File: config.mk
export PLATFORM = sky130hd
export DESIGN_NAME = pll_reset_ctrl
export DESIGN_NICKNAME = d
export VERILOG_FILES = /design/src/rtl/pll_reset_ctrl_pkg.sv /design/src/rtl/sync_2ff.sv /design/src/rtl/pll_reset_ctrl.sv
export SDC_FILE = /design/constraint.sdc
export NUM_CORES = 1
export LEC_CHECK = 0
export ABC_AREA = 0
export ABC_CLOCK_PERIOD_IN_PS = 2410
export BUFFER_PORTS_ARGS = -buffer_cell sky130_fd_sc_hd__clkbuf_2
export CORE_ASPECT_RATIO = 0.6
export CORE_UTILIZATION = 40
export CTS_CLUSTER_DIAMETER = 100
export DETAILED_ROUTE_END_ITERATION = 7
export PLACE_DENSITY = 0.54
export SETUP_SLACK_MARGIN = 0.2
export SLEW_MARGIN = 5
export SYNTH_ARGS = -nofsm -noshare
export SYNTH_HDL_FRONTEND = slang
export SYNTH_SLANG_ARGS = --single-unit
File: constraint.sdc
create_clock -name refclk -period 2.41 [get_ports refclk]
set_input_delay 0.482 -clock refclk [delete_from_list [all_inputs] [get_ports refclk]]
set_output_delay 0.482 -clock refclk [all_outputs]
set_load 0.02 [all_outputs]
File: src/rtl/pll_reset_ctrl_pkg.sv
// Shared types and constants for the PLL reset sequencer.
// State encoding is fixed so software and benches can decode the state port.
package pll_reset_ctrl_pkg;

    typedef enum logic [2:0] {
        ST_RESET     = 3'd0,
        ST_WAIT_LOCK = 3'd1,
        ST_STABLE    = 3'd2,
        ST_RUN       = 3'd3,
        ST_FAIL      = 3'd4
    } state_e;

    // Width of the retry counter; bounds MAX_RETRY to 1..15.
    localparam int RETRY_W = 4;

    function automatic int max3(input int a, input int b, input int c);
        int m;
        m = (a > b) ? a : b;
        return (m > c) ? m : c;
    endfunction

endpackage

File: src/rtl/sync_2ff.sv
// Two-flop synchronizer for asynchronous level signals.
// Flops clear asynchronously on rst_n low.
module sync_2ff #(
    parameter int WIDTH = 1
) (
    input  logic             clk,
    input  logic             rst_n,
    input  logic [WIDTH-1:0] d,
    output logic [WIDTH-1:0] q
);

    logic [WIDTH-1:0] meta_q;
    logic [WIDTH-1:0] sync_q;

    // First stage may go metastable; second stage resolves it.
    always_ff @(posedge clk or negedge rst_n) begin
        if (!rst_n) begin
            meta_q <= '0;
            sync_q <= '0;
        end else begin
            meta_q <= d;
            sync_q <= meta_q;
        end
    end

    assign q = sync_q;

endmodule

File: src/rtl/pll_reset_ctrl.sv
// PLL reset sequencer: pulses pll_rst, waits for stable lock, releases sys_rst_n.
// Define PLL_RESET_CTRL_LOSS_CNT_EN to add the loss_cnt lock-loss counter output.
module pll_reset_ctrl
    import pll_reset_ctrl_pkg::*;
#(
    parameter int RST_CYCLES   = 8,
    parameter int LOCK_STABLE  = 16,
    parameter int LOCK_TIMEOUT = 100000,
    parameter int MAX_RETRY    = 3
) (
    input  logic       refclk,
    input  logic       rst_n,
    input  logic       locked,
    output logic       pll_rst,
    output logic       sys_rst_n,
    output logic       error,
    output logic [2:0] state
`ifdef PLL_RESET_CTRL_LOSS_CNT_EN
    ,
    output logic [7:0] loss_cnt
`endif
);

    localparam int CNT_MAX = max3(RST_CYCLES, LOCK_STABLE, LOCK_TIMEOUT);
    localparam int CNT_W   = $clog2(CNT_MAX) + 1;

    localparam logic [CNT_W-1:0] RST_LAST  = CNT_W'(RST_CYCLES - 1);
    localparam logic [CNT_W-1:0] STAB_LAST = CNT_W'(LOCK_STABLE - 1);
    localparam logic [CNT_W-1:0] TO_LAST   = CNT_W'(LOCK_TIMEOUT - 1);
    localparam logic [RETRY_W-1:0] RETRY_LIM = RETRY_W'(MAX_RETRY);

    state_e             state_q, state_d;
    logic [CNT_W-1:0]   cnt_q, cnt_d;
    logic [RETRY_W-1:0] retry_q, retry_d, retry_inc;
    logic               sys_rst_n_q;
    logic               lock_s;

    sync_2ff #(
        .WIDTH(1)
    ) u_lock_sync (
        .clk  (refclk),
        .rst_n(rst_n),
        .d    (locked),
        .q    (lock_s)
    );

    // Retry count holds at its maximum instead of wrapping.
    assign retry_inc = (retry_q == '1) ? retry_q : retry_q + 1'b1;

    // Next-state, counter and retry decisions for the sequencer.
    always_comb begin
        state_d = state_q;
        cnt_d   = cnt_q;
        retry_d = retry_q;
        unique case (state_q)
            ST_RESET: begin
                if (cnt_q == RST_LAST) begin
                    state_d = ST_WAIT_LOCK;
                    cnt_d   = '0;
                end else begin
                    cnt_d = cnt_q + 1'b1;
                end
            end
            ST_WAIT_LOCK: begin
                // Lock seen on the timeout cycle still counts as lock.
                if (lock_s) begin
                    state_d = ST_STABLE;
                    cnt_d   = '0;
                end else if (cnt_q == TO_LAST) begin
                    retry_d = retry_inc;
                    cnt_d   = '0;
                    state_d = (retry_inc == RETRY_LIM) ? ST_FAIL : ST_RESET;
                end else begin
                    cnt_d = cnt_q + 1'b1;
                end
            end
            ST_STABLE: begin
                if (!lock_s) begin
                    state_d = ST_WAIT_LOCK;
                    cnt_d   = '0;
                end else if (cnt_q == STAB_LAST) begin
                    state_d = ST_RUN;
                    cnt_d   = '0;
                    retry_d = '0;
                end else begin
                    cnt_d = cnt_q + 1'b1;
                end
            end
            ST_RUN: begin
                if (!lock_s) begin
                    state_d = ST_RESET;
                    cnt_d   = '0;
                end
            end
            ST_FAIL: begin
                state_d = ST_FAIL;
            end
            default: begin
                state_d = ST_RESET;
                cnt_d   = '0;
            end
        endcase
    end

    // State, counter, retry and registered downstream reset.
    always_ff @(posedge refclk or negedge rst_n) begin
        if (!rst_n) begin
            state_q     <= ST_RESET;
            cnt_q       <= '0;
            retry_q     <= '0;
            sys_rst_n_q <= 1'b0;
        end else begin
            state_q     <= state_d;
            cnt_q       <= cnt_d;
            retry_q     <= retry_d;
            // Release one cycle into RUN; drop on the edge that leaves it.
            sys_rst_n_q <= (state_q == ST_RUN) && (state_d == ST_RUN);
        end
    end

`ifdef PLL_RESET_CTRL_LOSS_CNT_EN
    logic [7:0] loss_q;
    logic       loss_evt;

    assign loss_evt = (state_q == ST_RUN) && !lock_s;

    // Saturating count of lock losses that dropped RUN back to RESET.
    always_ff @(posedge refclk or negedge rst_n) begin
        if (!rst_n) begin
            loss_q <= '0;
        end else if (loss_evt && (loss_q != 8'hFF)) begin
            loss_q <= loss_q + 1'b1;
        end
    end

    assign loss_cnt = loss_q;
`endif

    assign pll_rst   = (state_q == ST_RESET);
    assign error     = (state_q == ST_FAIL);
    assign sys_rst_n = sys_rst_n_q;
    assign state     = state_q;

endmodule

==> metrics.md, run 1 <==
| Metric | Value |
|---|---|
| Final hold vios | `0` |
| Top cells by area in the synthesized netlist | `dfrtp_1, nor2_1, nand2_1, nand3_1, o21ai_1` |
| Maximum fanout count along the critical path | `13` |
| Cells along the critical path | `ha_2 > nor4b_4 > nand4_1 > nor3_2 > o21ai_4 > nor2_2 > buf_4 > o21ai_1` |
| Final cycle utilization of the critical path | `86.1%` |
| Synthesized instance count | `around 160` |
| Antenna diode count | `0` |
| Number of buffer cells added on primary ports | `8` |
| Clock Skew | `approximately 3.5 ps` |
| Mapped Nets | `between 150 and 200` |
| Register area | `approximately 700 sq um` |
| CTS buffer count | `3` |
| Count of pins on the block boundary | `9` |
| Number of synthesized register bits | `28` |
| Number of fillers in the final layout | `about 330` |
| DRC violation count after routing | `0` |
| DRC violation total after the first TritonRoute iteration | `slightly below 70` |
| Slew HR | `a little over half` |
| Internal Dissipation | `between 800 and 900 uW` |
| Total number of nets in the final design | `around 180` |
| Slack of the worst reg-to-reg path | `340 ps` |
| Most repeated cell in the gate-level netlist after synthesis | `dfrtp_1` |
| Worst stage delay on the critical path | `between 400 and 500 ps` |
| Setup repair after global routing missed its margin | `false` |
| Synthesized area per cell | `9.32 sq um` |
| Sequential element share of the synthesized area | `45.8%` |
| Result of the run | `completed` |
| Vias per std cell | `approximately 5.7` |
| EDFF count, synth | `0` |
| TritonCTS clock tree | `done` |
| Global-route wire length before repair | `approximately 5700 microns` |
| Clock transition at the registers of the reported paths | `about 90 ps` |
| Transition time at the pin with the least slew margin | `slightly below 700 ps` |
| Detailed Place HPWL | `about 2500 microns` |
| Min Tclk post-route | `about 2100 ps` |
| Slew Viols, Final | `0` |
| Buffer cell driving the clock tree root | `clkbuf_8` |
| F_max | `about 480 MHz` |
| Clock Latency Late Sink | `280 ps` |
| Standby leakage power | `approximately 0.00073 uW` |
| Most numerous cell types in the synthesized netlist | `dfrtp_1, nor2_1, nand2_1` |
| Clock tree buffer depth | `2` |
| Power dissipated by switching net loads | `443 uW` |
| Vias | `roughly 1.3k` |
| Number of global-route vias before repair | `~1.2k` |
| Routability Congestion | `slightly below 0.9` |
| Yosys top cell area share | `a little under half` |
| Detailed-routing iteration count for the pre-antenna-repair pass | `4` |
| Die area | `4080 sq um` |
| Core area | `approximately 3400 sq um` |
| Post-synthesis async set-or-reset flop share | `100%` |
| Peak VDD IR | `0.000363 V` |
| Total power density per cell area | `approximately 730 nW/um^2` |
| Critical Path Start Type | `flop` |
| Part of the power in the clock network | `between 20% and 30%` |
| Number of levels in the clock H-tree | `1` |
| Buf/Inv on CP | `1` |
| Worst Path Arrival | `~2200 ps` |
| Combinational share of power | `a little under a third` |
| Yosys cell types | `43` |
| Post-route worst hold slack | `228 ps` |
| Relative area change from synthesis to final layout | `13.4%` |
| Global routing usage summed across all routing layers | `18.9%` |
| Switching power as a share of total power | `a little over a third` |
| Worst Path Required | `2580 ps` |
| Number of failing setup endpoints in the final timing report | `0` |
| Most common flop cell mapped by yosys | `dfrtp_1` |
| Number of standard-cell rows in the floorplan | `16` |
| Avg WL per Cell | `between 15 and 20 microns` |
| Setup TNS | `0 ps` |
| Number of sinks on the clock net | `28` |
| Kind of end point of the critical path | `flop` |
| Max-capacitance violation count | `0` |
| Synth Cell Area | `roughly 1500 sq um` |
| Area of combinational cells with multiple inputs | `approximately 840 sq um` |
| Die extent in x | `about 80 microns` |
| Total detailed-routing wirelength | `about 3400 microns` |
| Register share of total power | `between 40% and 50%` |
| Worst path top cell family by delay | `simple AND/OR/NAND/NOR gates` |
| Start-to-end type of the worst setup path | `flop to flop` |
| Aggregate global routing overflow | `0` |
| Share of post-route cells with drive strength above 1 | `approximately a fifth` |
| Cell at the slowest stage of the critical path | `dfrtp_1` |
| Final antenna-violating net count | `0` |
| YS warnings | `0` |
| Class of the most critical hold timing path | `input pin to asynchronous set/reset pin` |
| Effective utilization at floorplan | `between 40% and 50%` |
| Maximum number of pins on one net before global-route repair | `29` |
| Die Y | `about 50 microns` |
| Area leader, netlist | `dfrtp_1` |
| Antenna violations before repair | `0` |
| Count of hold-fix buffers inserted at cts | `0` |
==> power by group through the flow <==
stage	clock (uW)	combinational [uW]	sequential, uW
floorplan	0	251	578
global placement	0	349	581
detailed placement	0	360	584
CTS	305	370	574
global route	327	440	586
finish	291	400	577
==> kinds of logic (layout without fill, tap and decap cells) <==
family	after synthesis	after routing	share of synthesized area [%]
flip-flops	28	28	45.8
AND/OR/NAND/NOR	85	85	31.1
adder cells (fa/ha/maj)	2	2	1.64
buffers and inverters	6	18	1.96
AO/OA/AOI/OAI	33	33	13.7
XOR/XNOR	10	10	5.73
==> cell type report <==
class	count	area share [%]
tap	45	3.25
timing repair buffer	12	4.04
clock buffer	4	3.17
sequential	28	40.4
multi-input combinational	130	48.7
inverter	2	0.433
==> path summary, 6_finish.rpt <==
path,start,to,depth (start not counted)
max in group asynchronous,rst_n,cnt_q[8],1
worst min register to register,u_lock_sync.meta_q,u_lock_sync.q,0
worst min-delay path,rst_n,u_lock_sync.meta_q,1
min in group refclk,locked,u_lock_sync.meta_q,1
worst max register to register,cnt_q[0],cnt_q[3],8
worst max-delay path,cnt_q[0],cnt_q[3],8
==> routing by layer <==
layer	global-route usage, %	part of all wire (%)	vias up
li1	-	-	615
met1	29.4	53	605
met2	26.2	40	31
met3	5.00	6.0	5
met4	2.63	0.44	0
met5	0	0	-
==> placed cells by master (no fill, tap or decap), drive strengths merged, types with 2 or more instances in the layout <==
master  instances
xnor2           5
ha              2
o21ai          15
nor4b           3
dfrtp          28
a22o            2
clkbuf         12
xor2            5
a21oi           4
nor3            8
nand2b          3
nor4            4
and3            4
or2             2
o21a            2
nor3b           2
nor2           21
nand3          10
nand2          18
nand4           4
inv             2
buf             4
==> state kept, by name (all words and copies together) (netlist names) <==
signal / cells
sys_rst_n: 1
state: 3
u_lock_sync.q: 1
cnt_q: 18
retry_q: 4
u_lock_sync.meta_q: 1
==> per-stage QoR <==
step	utilization [%]	std cells	setup WS, ps	cell area, sq um	power, uW
6_report	50.4	221	335	1730	1270
5_1_grt	50.4	221	205	1730	1350
4_1_cts	49.3	221	255	1700	1250
3_5_place_dp	47.4	217	50.6	1630	944
3_3_place_gp	47.4	217	264	1630	930
2_1_floorplan	-	164	354	1530	829
==> what timing repair did <==
item,CTS,global route
setup endpoints to repair,14,14
buffers inserted,0,0
resized for setup,2,6
No activity file was read; power rests on OpenSTA's default activity.
==> run 2: changes to the inputs <==
CORE_UTILIZATION = 55   (was 40)
PLACE_DENSITY = 0.82   (was 0.54)
==> run 2 against run 1 <==
  * Final area down 3.1%
  * Non-clock buffer count down 3
  * Critical path type unchanged
  * Cell count down 7.2%
  * Maximum frequency up 2.2%
  * Routed wire length down 5.0%
  * Via count up 2.3%
  * First-iteration DRC count up 38%
  * Critical path depth down 1
  * Sequential cell count unchanged
  * Largest power group unchanged
  * Combinational power down 14%
  * Clock power up 27%
  * Die area down 26%
==> metrics.md, run 2 (synthesis gave the netlist of run 1 again) <==
| Metric | Value |
|---|---|
| Commonest non-fill, non-tap cells in the layout | `dfrtp_1, nor2_1, nand2_1` |
| F_max | `about 500 MHz` |
| Routability Congestion | `around 0.87` |
| Relative area change from synthesis to final layout | `9.90%` |
| Maximum fanout count along the critical path | `13` |
| Antenna diode count | `0` |
| Final cycle utilization of the critical path | `a little over four fifths` |
| Final hold vios | `0` |
| Number of fillers in the final layout | `between 200 and 250` |
| Max-capacitance violation count | `0` |
| DRC violation count after routing | `0` |
| Number of buffer cells added on primary ports | `8` |
| Share of post-route cells with drive strength above 1 | `roughly 17%` |
| Worst Setup SP | `cnt_q[9]` |
| Vias | `1285` |
| Standby leakage power | `between 0.0007 and 0.0008 uW` |
| Internal Dissipation | `around 870 uW` |
| Total detailed-routing wirelength | `about 3300 microns` |
| Buffer cell driving the clock tree root | `clkbuf_8` |
| Number of standard-cell rows in the floorplan | `14` |
| Register area | `between 700 and 800 sq um` |
| Power dissipated by switching net loads | `about 420 uW` |
| Number of failing setup endpoints in the final timing report | `0` |
| Post-Route Utilization | `between 60 and 70%` |
| Vias per std cell | `between 6 and 7` |
| Global routing usage summed across all routing layers | `a little under a quarter` |
| DRC violation total after the first TritonRoute iteration | `95` |
| Area of combinational cells with multiple inputs | `813 sq um` |
| Worst-case setup slack after placement | `approximately 190 ps` |
| Global-route wire length before repair | `approximately 5400 microns` |
| Count of pins on the block boundary | `9` |
| Most common library cell in the layout ignoring fill and taps | `dfrtp_1` |
| Number of global-route vias before repair | `~1.1k` |
| Cell at the slowest stage of the critical path | `dfrtp_1` |
| CTS buffer count | `3` |
| Avg WL per Cell | `roughly 16 microns` |
| Peak VDD IR | `just over 0.0005 V` |
| Result of the run | `completed` |
| Die extent in x | `~70 microns` |
| Number of levels in the clock H-tree | `1` |
| Min Tclk post-route | `approximately 2000 ps` |
| Maximum number of pins on one net before global-route repair | `29` |
| Detailed Place HPWL | `between 2000 and 2500 microns` |
| Post-Layout Cell Count | `approximately 210` |
| Detailed-routing iteration count for the pre-antenna-repair pass | `4` |
| Clock Skew | `around 2.5 ps` |
| Effective utilization at floorplan | `approximately 60%` |
| Aggregate global routing overflow | `0` |
| Part of the power in the clock network | `~29%` |
| Die area | `3000 sq um` |
| Slew HR | `between 50% and 60%` |
| Placed Instances | `roughly 200` |
| Flip-flop count of the largest register, all copies and words added | `18` |
| Start-to-end type of the worst setup path | `flop to flop` |
| Total number of nets in the final design | `~180` |
| Class of the most critical hold timing path | `input pin to asynchronous set/reset pin` |
| Worst Path Required | `~2600 ps` |
| Clock tree buffer depth | `2` |
| Core area | `approximately 2600 sq um` |
| Setup TNS | `0 ps` |
| Clock transition at the registers of the reported paths | `90 ps` |
| Minimum setup slack in the final design | `~380 ps` |
| Critical Path Start Type | `flop` |
| Transition time at the pin with the least slew margin | `a little over 700 ps` |
| Reg with most FFs | `cnt_q` |
| FF-to-FF Start | `cnt_q[9]` |
| Final antenna-violating net count | `0` |
| Cells along the critical path | `nor4b_1 > nand4_1 > nor3_2 > o21ai_2 > nor2_2 > buf_4 > o21ai_1` |
| Die Y | `roughly 43 microns` |
| Number of sinks on the clock net | `28` |
| Setup repair after global routing missed its margin | `false` |
| Kind of end point of the critical path | `flop` |
| Antenna violations before repair | `0` |
| Worst stage delay on the critical path | `~470 ps` |
| Clock Latency Late Sink | `280 ps` |
| Count of hold-fix buffers inserted at cts | `0` |
| Register share of total power | `between 40% and 50%` |
| TritonCTS clock tree | `done` |
| Total power density per cell area | `roughly 770 nW/um^2` |
| Worst path top cell family by delay | `simple AND/OR/NAND/NOR gates` |
| Combinational share of power | `a little over a quarter` |
| Switching power as a share of total power | `between 30% and 40%` |
| Slew Viols, Final | `0` |
| Worst Path Arrival | `roughly 2200 ps` |
| Buf/Inv on CP | `1` |
run 2: changes by cell type in the layout (fill, tap and decap cells not counted), sizes merged:
cell | before | now
buf | 4 | 1
bufinv | 0 | 1
clkbuf | 12 | 11
run 2: path summary, 6_finish.rpt:
check | end | slack, ps | cells past startpoint
min in group refclk | u_lock_sync.meta_q | 300 | 1
worst min register to register | u_lock_sync.q | 370 | 0
worst min-delay path | state[1] | 230 | 1
worst max register to register | cnt_q[3] | 380 | 7
max in group asynchronous | cnt_q[12] | 1730 | 1
worst max-delay path | cnt_q[3] | 380 | 7
run 2: power groups by stage:
| stage | registers (uW) | logic [uW] | clock network [uW] |
|---|---|---|---|
| after floorplan | 578 | 251 | 0 |
| after global placement | 577 | 322 | 0 |
| after detailed placement | 586 | 331 | 0 |
| after CTS | 575 | 338 | 374 |
| after global routing | 584 | 378 | 398 |
| final | 578 | 342 | 371 |
run 2: per-stage QoR:
step / total power, uW / hold WS (ps) / cell area [sq um]
after floorplan: 829 / 186 / 1530
after CTS: 1290 / 260 / 1670
after global placement: 899 / 334 / 1590
final: 1290 / 234 / 1680
after global routing: 1360 / 287 / 1680
after detailed placement: 916 / 348 / 1590
run 2: area by class of cell:
type                    count  area share (%)
inverters                   2           0.447
well taps                  32            2.38
flip-flops and latches     28            41.7
clock buffers               3            2.46
clock inverters             1            1.79
repair buffers              9            2.83
multi-input cells         130            48.4
run 2: routing by layer:
| layer | track usage (%) | routed length [microns] | vias to the layer above |
|---|---|---|---|
| li1 | - | - | 610 |
| met5 | 0 | 0 | - |
| met1 | 35.8 | 1590 | 628 |
| met3 | 6.41 | 230 | 4 |
| met2 | 35.2 | 1410 | 43 |
| met4 | 3.20 | 29 | 0 |
run 2: timing repair:
item / in CTS / in global routing
resized for setup: 1 / 2
endpoints found under the setup margin: 5 / 14
buffers inserted: 0 / 0
